### src/rtl/uart_tx_fifo_if.sv
// Bus-side write port and serializer-side load port of the UART transmit FIFO.
// The slave modport is the FIFO; the master modport is the host/core environment.
interface uart_tx_fifo_if #(
  parameter int DATA_W     = 8,
  parameter int DEPTH_LOG2 = 4
);
  logic                  wr_en_i;
  logic [DATA_W-1:0]     wr_data_i;
  logic                  full_o;
  logic                  empty_o;
  logic [DEPTH_LOG2:0]   level_o;
  logic                  ovf_o;
  logic                  core_tx_ready_i;
  logic [DATA_W-1:0]     core_data_o;
  logic                  core_write_en_o;

  modport master (
    output wr_en_i, wr_data_i, core_tx_ready_i,
    input  full_o, empty_o, level_o, ovf_o, core_data_o, core_write_en_o
  );

  modport slave (
    input  wr_en_i, wr_data_i, core_tx_ready_i,
    output full_o, empty_o, level_o, ovf_o, core_data_o, core_write_en_o
  );
endinterface

### src/rtl/uart_tx_fifo.sv
// Transmit FIFO feeding a UART serializer one character per load strobe.
// Optional low-water interrupt irq_o is built when UART_TXFIFO_IRQ_EN is defined.
module uart_tx_fifo #(
  parameter int DATA_W     = 8,
  parameter int DEPTH_LOG2 = 4,
  parameter int IRQ_THRESH = 2
) (
  input  logic clk_i,
  input  logic rst_n_i,
  input  logic rst_soft_i,
  input  logic tx_en_i,
  uart_tx_fifo_if.slave bus
`ifdef UART_TXFIFO_IRQ_EN
  ,
  output logic irq_o
`endif
);

  localparam int DEPTH = 2 ** DEPTH_LOG2;
  localparam int LW    = DEPTH_LOG2 + 1;

  typedef enum logic [1:0] {
    IDLE,
    ISSUE,
    WAIT_BUSY,
    WAIT_READY
  } state_t;

  if (IRQ_THRESH < 0 || IRQ_THRESH > DEPTH) begin : g_thresh_check
    $error("uart_tx_fifo: IRQ_THRESH must lie in 0..2**DEPTH_LOG2");
  end

  logic [DATA_W-1:0]     mem [DEPTH];
  logic [DEPTH_LOG2-1:0] wr_ptr;
  logic [DEPTH_LOG2-1:0] rd_ptr;
  logic [LW-1:0]         level_next;
  logic                  clear;
  logic                  push;
  logic                  pop;
  state_t                state;

  // Soft flush behaves exactly like the hard reset and wins over any same-cycle activity.
  assign clear = !rst_n_i || rst_soft_i;
  // full_o is the registered flag, so a write at full is dropped even if a pop lands this cycle.
  assign push  = bus.wr_en_i && !bus.full_o;
  assign pop   = (state == ISSUE);

  // NOTE: combinational blocks use blocking '=' and assign a default first so no latch is inferred.
  always_comb begin
    level_next = bus.level_o;
    case ({push, pop})
      2'b10:   level_next = bus.level_o + LW'(1);
      2'b01:   level_next = bus.level_o - LW'(1);
      default: level_next = bus.level_o;
    endcase
  end

  // NOTE: the storage array carries no reset; pointers and level alone define which entries are valid.
  always_ff @(posedge clk_i) begin
    if (push) mem[wr_ptr] <= bus.wr_data_i;
  end

  // NOTE: sequential state uses non-blocking '<=' so every register samples pre-edge values.
  always_ff @(posedge clk_i) begin
    if (clear) begin
      wr_ptr      <= '0;
      rd_ptr      <= '0;
      bus.level_o <= '0;
      bus.full_o  <= 1'b0;
      bus.empty_o <= 1'b1;
      bus.ovf_o   <= 1'b0;
    end else begin
      if (push) wr_ptr <= wr_ptr + DEPTH_LOG2'(1);
      if (pop)  rd_ptr <= rd_ptr + DEPTH_LOG2'(1);
      bus.level_o <= level_next;
      bus.full_o  <= (level_next == LW'(DEPTH));
      bus.empty_o <= (level_next == '0);
      if (bus.wr_en_i && bus.full_o) bus.ovf_o <= 1'b1;
    end
  end

  // Drain FSM: a character is loaded only when the serializer is idle, then the
  // FSM waits for the busy/idle handshake before it may issue the next one.
  always_ff @(posedge clk_i) begin
    if (clear) begin
      state               <= IDLE;
      bus.core_write_en_o <= 1'b0;
      bus.core_data_o     <= '0;
    end else begin
      bus.core_write_en_o <= 1'b0;
      case (state)
        IDLE: begin
          if (tx_en_i && !bus.empty_o && bus.core_tx_ready_i) begin
            state               <= ISSUE;
            bus.core_write_en_o <= 1'b1;
            bus.core_data_o     <= mem[rd_ptr];
          end
        end
        ISSUE:      state <= WAIT_BUSY;
        // Transfers already handed to the core finish even if tx_en_i drops.
        WAIT_BUSY:  if (!bus.core_tx_ready_i) state <= WAIT_READY;
        WAIT_READY: if (bus.core_tx_ready_i)  state <= IDLE;
        default:    state <= IDLE;
      endcase
    end
  end

`ifdef UART_TXFIFO_IRQ_EN
  always_ff @(posedge clk_i) begin
    if (clear) irq_o <= 1'b0;
    else       irq_o <= tx_en_i && (bus.level_o <= LW'(IRQ_THRESH));
  end
`endif

endmodule

### src/flat_wrapper.sv
// flat-port wrapper written by rule: the top's interface ports become plain ports
module uart_tx_fifo_flat 
#(
  parameter int DATA_W     = 8,
  parameter int DEPTH_LOG2 = 4,
  parameter int IRQ_THRESH = 2
)
  (clk_i, rst_n_i, rst_soft_i, tx_en_i, bus_wr_en_i, bus_wr_data_i, bus_core_tx_ready_i, bus_full_o, bus_empty_o, bus_level_o, bus_ovf_o, bus_core_data_o, bus_core_write_en_o);
  uart_tx_fifo_if #(.DATA_W(DATA_W), .DEPTH_LOG2(DEPTH_LOG2)) bus_i ();
  input  logic clk_i;
  input  logic rst_n_i;
  input  logic rst_soft_i;
  input  logic tx_en_i;
  input wire logic [$bits(bus_i.wr_en_i)-1:0] bus_wr_en_i;
  input wire logic [$bits(bus_i.wr_data_i)-1:0] bus_wr_data_i;
  input wire logic [$bits(bus_i.core_tx_ready_i)-1:0] bus_core_tx_ready_i;
  output wire logic [$bits(bus_i.full_o)-1:0] bus_full_o;
  output wire logic [$bits(bus_i.empty_o)-1:0] bus_empty_o;
  output wire logic [$bits(bus_i.level_o)-1:0] bus_level_o;
  output wire logic [$bits(bus_i.ovf_o)-1:0] bus_ovf_o;
  output wire logic [$bits(bus_i.core_data_o)-1:0] bus_core_data_o;
  output wire logic [$bits(bus_i.core_write_en_o)-1:0] bus_core_write_en_o;
  assign bus_i.wr_en_i = bus_wr_en_i;
  assign bus_i.wr_data_i = bus_wr_data_i;
  assign bus_i.core_tx_ready_i = bus_core_tx_ready_i;
  assign bus_full_o = bus_i.full_o;
  assign bus_empty_o = bus_i.empty_o;
  assign bus_level_o = bus_i.level_o;
  assign bus_ovf_o = bus_i.ovf_o;
  assign bus_core_data_o = bus_i.core_data_o;
  assign bus_core_write_en_o = bus_i.core_write_en_o;
  uart_tx_fifo #(.DATA_W(DATA_W), .DEPTH_LOG2(DEPTH_LOG2), .IRQ_THRESH(IRQ_THRESH)) u_core (.clk_i(clk_i), .rst_n_i(rst_n_i), .rst_soft_i(rst_soft_i), .tx_en_i(tx_en_i), .bus(bus_i));
endmodule
### config.mk
export PLATFORM = sky130hd
export DESIGN_NAME = uart_tx_fifo_flat
export DESIGN_NICKNAME = d
export VERILOG_FILES = /design/src/rtl/uart_tx_fifo_if.sv /design/src/rtl/uart_tx_fifo.sv /design/src/flat_wrapper.sv
export SDC_FILE = /design/constraint.sdc
export NUM_CORES = 1
export LEC_CHECK = 0
export ABC_CLOCK_PERIOD_IN_PS = 4950
export CAP_MARGIN = 20
export CORE_MARGIN = 10
export CORE_UTILIZATION = 34
export DETAILED_ROUTE_END_ITERATION = 10
export PLACE_DENSITY = 0.61
export SLEW_MARGIN = 20
export SYNTH_ARGS = -nofsm -noshare
export SYNTH_HDL_FRONTEND = slang
export SYNTH_SLANG_ARGS = --single-unit
### constraint.sdc
create_clock -name clk_i -period 4.95 [get_ports clk_i]
set_clock_uncertainty 0.15 [all_clocks]
set_input_delay 0.495 -clock clk_i [delete_from_list [all_inputs] [get_ports clk_i]]
set_output_delay 0.495 -clock clk_i [all_outputs]
set_load 0.005 [all_outputs]
==> results.md <==
* Outcome: finished clean
* Number of global-route vias before repair at 3355
* Final #Nets at 426
* Pleak at 2.35 nW
* Synth async-reset ratio at 0%
* Clock Latency Late Sink at 0.42 ns
* Port Buf Inserts at 30
* R2R Path Start: u_core.bus.full_o
* Pre-CTS setup slack at 1.38 ns
* Total Routing Usage GR at 10.4%
* Fraction of final layout cells sized beyond drive strength 1 at 15.3%
* Remaining antenna violation count after routing at 0
* Top post-synthesis cells by area: edfxtp_1 (61%), mux4_2 (10%), dfxtp_1 (8.6%), mux2i_1 (3.2%), ha_1 (2.8%)
* Worst min-delay path startpoint: u_core.bus.core_data_o[7]
* Pins Over Slew Limit at 0
* Vertical die dimension at 156 µm
* Cell area after synthesis at 6270 µm²
* Number of detailed-routing iterations run before antenna repair at 4
* Clock tree from TritonCTS: done
* Crit start category: input port
* Clock period minus worst slack at 3.18 ns
* Post-cts sizing count at 0
* Cell chosen for the clock root: clkbuf_16
* Area growth from synthesis to layout at 17.2%
* Final HPWL DP at 7850 µm
* Required time worst endpoint at 5.12 ns
* Destination of the critical timing path: u_core.bus.empty_o
* Vias per cell at 4.98
* First-pass GRT wire length at 18900 µm
* Maximum clock path buffer count at 2
* Average cell area after synthesis at 17.3 µm²
* Count of flip-flops with a built-in enable after synthesis at 128
* Max Cap Viol at 0
* Pin count of the biggest net entering global routing at 21
* RSZ-0062 raised after global routing: no
* Iter 0 DRT Violations at 266
* Most frequent cells after synthesis: edfxtp_1 (128), nor2_1 (43), mux4_2 (29), dfxtp_1 (27), mux2i_1 (20)
* Critical path capture point type: register
* Setup Viol. Count Final at 0
* Worst Max-Slew Pin Slew at 0.954 ns
* Detailed-route wire length at 12000 µm
* TritonCTS Buffers at 17
* Library cell with the largest summed area after synthesis: edfxtp_1
* Tcrit/Tclk final at 64.2%
* Arr. time, crit path at 3.35 ns
* Reg-to-reg critical path endpoint: u_core.bus.empty_o
* Global-route congestion overflow total at 0
* Flip-flop and latch count after synthesis at 155
* DIE WIDTH at 156 µm
* Placeable core area at 18000 µm²
* Gpl congestion at 0.749
* Reg clk slew, reported paths at 0.06 ns
* Leading cell type by number of instances after synthesis: edfxtp_1
* Post-route DRC at 0
* Worst hold-check slack at 0.324 ns
* Number of buffers inserted for hold repair after clock tree synthesis at 0
* Wire length per cell at 18.7 µm
* Gate Count Post-Synth at 363
* Hold/Removal Path Class: register to register
* H-tree Lvls at 4
* Number of library cell types mapped by synthesis at 40
* Effective utilization at floorplan at 34.8%
* Count of buffers added by post-CTS timing repair for setup at 0
* Worst vdd ir at 195 µV
* Count of endpoints failing hold in the final timing report at 0
* Synth warn at 0
* Die footprint at 24300 µm²
* Row count at 49
* Clock sink total at 155
* Utilization of the core after routing at 40.8%
* Setup slack on the worst flop-to-flop path at 2.02 ns
* Diode insertion count for antenna repair at 0
* Critical Path Start: bus_wr_en_i
* Fraction of post-synthesis cell area in the top cell type by area at 61.3%
* TNS Setup at 0 ns
* Max Fanout on Critical Path at 10
* Power density over the cells at 373 nW/µm²
* Syn nets at 391
* Fin worst setup slack at 1.77 ns
* I/O pin count at 31
* Top flip-flop cell by instance count after synthesis: edfxtp_1
* Initial antenna violation count at 0
* Total Power Consumption at 2.74 mW
* Number of cells traversed by the worst register-to-register path at 10
* Fmax at 315 MHz
* Sequential area share after synthesis at 69.9%
* Remaining max-slew budget at the tightest pin at 36.2%
* Vias post-DR at 3186
* Kind of critical path: input port to register
power by group:
group	internal (mW)	switching, mW
sequential	1.42	0.00519
combinational	0.0294	0.0407
clock	0.781	0.464
total	2.23	0.510
how the worst min path moves through the flow:
| stage | to | slack, ns | cells after the start |
|---|---|---|---|
| finish | u_core.bus.core_data_o[7] | 0.32 | 2 |
| global route | u_core.bus.core_data_o[7] | 0.37 | 2 |
| CTS | u_core.bus.core_data_o[7] | 0.33 | 2 |
| detailed placement | u_core.bus.core_data_o[7] | 0.32 | 2 |
| global placement | u_core.bus.ovf_o | 0.30 | 2 |
| floorplan | u_core.bus.ovf_o | 0.31 | 2 |
layout by cell type (no fill, tap or decap), drive strengths merged:
| master | synthesis | final |
|---|---|---|
| mux4 | 32 | 32 |
| o211ai | 1 | 1 |
| and4b | 1 | 1 |
| nand3 | 1 | 1 |
| bufinv | 0 | 3 |
| o2111ai | 1 | 1 |
| nor4b | 1 | 1 |
| a2bb2oi | 1 | 1 |
| a211oi | 3 | 3 |
| xnor2 | 3 | 3 |
| clkinv | 0 | 7 |
| inv | 6 | 6 |
| a21o | 1 | 1 |
| ha | 14 | 14 |
| clkinvlp | 0 | 1 |
| o32ai | 1 | 1 |
| nand4b | 1 | 1 |
| nor4bb | 1 | 1 |
| clkbuf | 5 | 21 |
| nor2b | 3 | 3 |
| o31ai | 1 | 1 |
| nand2b | 4 | 4 |
| dfxtp | 27 | 27 |
| o21ai | 9 | 9 |
| clkdlybuf4s50 | 0 | 30 |
| mux2i | 20 | 20 |
| and2 | 1 | 1 |
| buf | 15 | 6 |
| nor2 | 43 | 43 |
| edfxtp | 128 | 128 |
| xor2 | 8 | 8 |
| mux2 | 1 | 1 |
| nand4 | 2 | 2 |
| nor3 | 5 | 5 |
| nand2 | 10 | 10 |
| or3 | 1 | 1 |
| a21oi | 12 | 12 |
worst max-delay path, stage by stage:
cell             delay (ns)
clkdlybuf4s50_1        0.47
nor2b_1                0.52
inv_1                  0.14
ha_1                   0.33
xor2_1                 0.20
ha_1                   0.22
a21oi_1                0.17
mux2i_1                0.23
xor2_1                 0.20
nand2_1                0.12
o31ai_1                0.25
kinds of logic (layout without fill, tap and decap cells):
family	after synthesis	in the layout	share of synthesized area [%]
flops	155	155	69.9
simple gates	74	74	5.45
fa+ha+maj	14	14	2.79
xor+xnor	11	11	1.54
buf+inv	26	74	2.35
compound gates	30	30	2.89
mux	53	53	15.0
through the flow:
stage / cells / instance area (µm²)
after detailed placement: 608 / 6780
after global placement: 608 / 6780
after CTS: 640 / 7350
after floorplan: 363 / 6270
final: 640 / 7350
after global routing: 640 / 7350
final cells by class:
type                    instances  area (µm²)
inverters                       6        22.5
repair buffers                 36         345
fillers                      1638       10700
clock buffers                  21         440
multi-input cells             182        1740
flip-flops and latches        155        4390
well taps                     229         287
clock inverters                11         126
sequential cells by signal (all words and copies together), names as in the netlist:
name                        flops
u_core.bus.core_data_o          8
u_core.bus.core_write_en_o      1
u_core.bus.empty_o              1
u_core.bus.full_o               1
u_core.bus.level_o              5
u_core.bus.ovf_o                1
u_core.mem                    128
u_core.rd_ptr                   4
u_core.state                    2
u_core.wr_ptr                   4
per-layer routing:
layer / wire (µm) / GRT usage (%) / share of wire [%] / vias up
li1: - / - / - / 1471
met1: 4990 / 12.2 / 42 / 1645
met2: 6290 / 17.4 / 52 / 55
met3: 526 / 2.73 / 4.4 / 15
met4: 191 / 4.95 / 1.6 / 0
met5: 0 / 0 / 0 / -
Power figures use the tool's default switching activity.
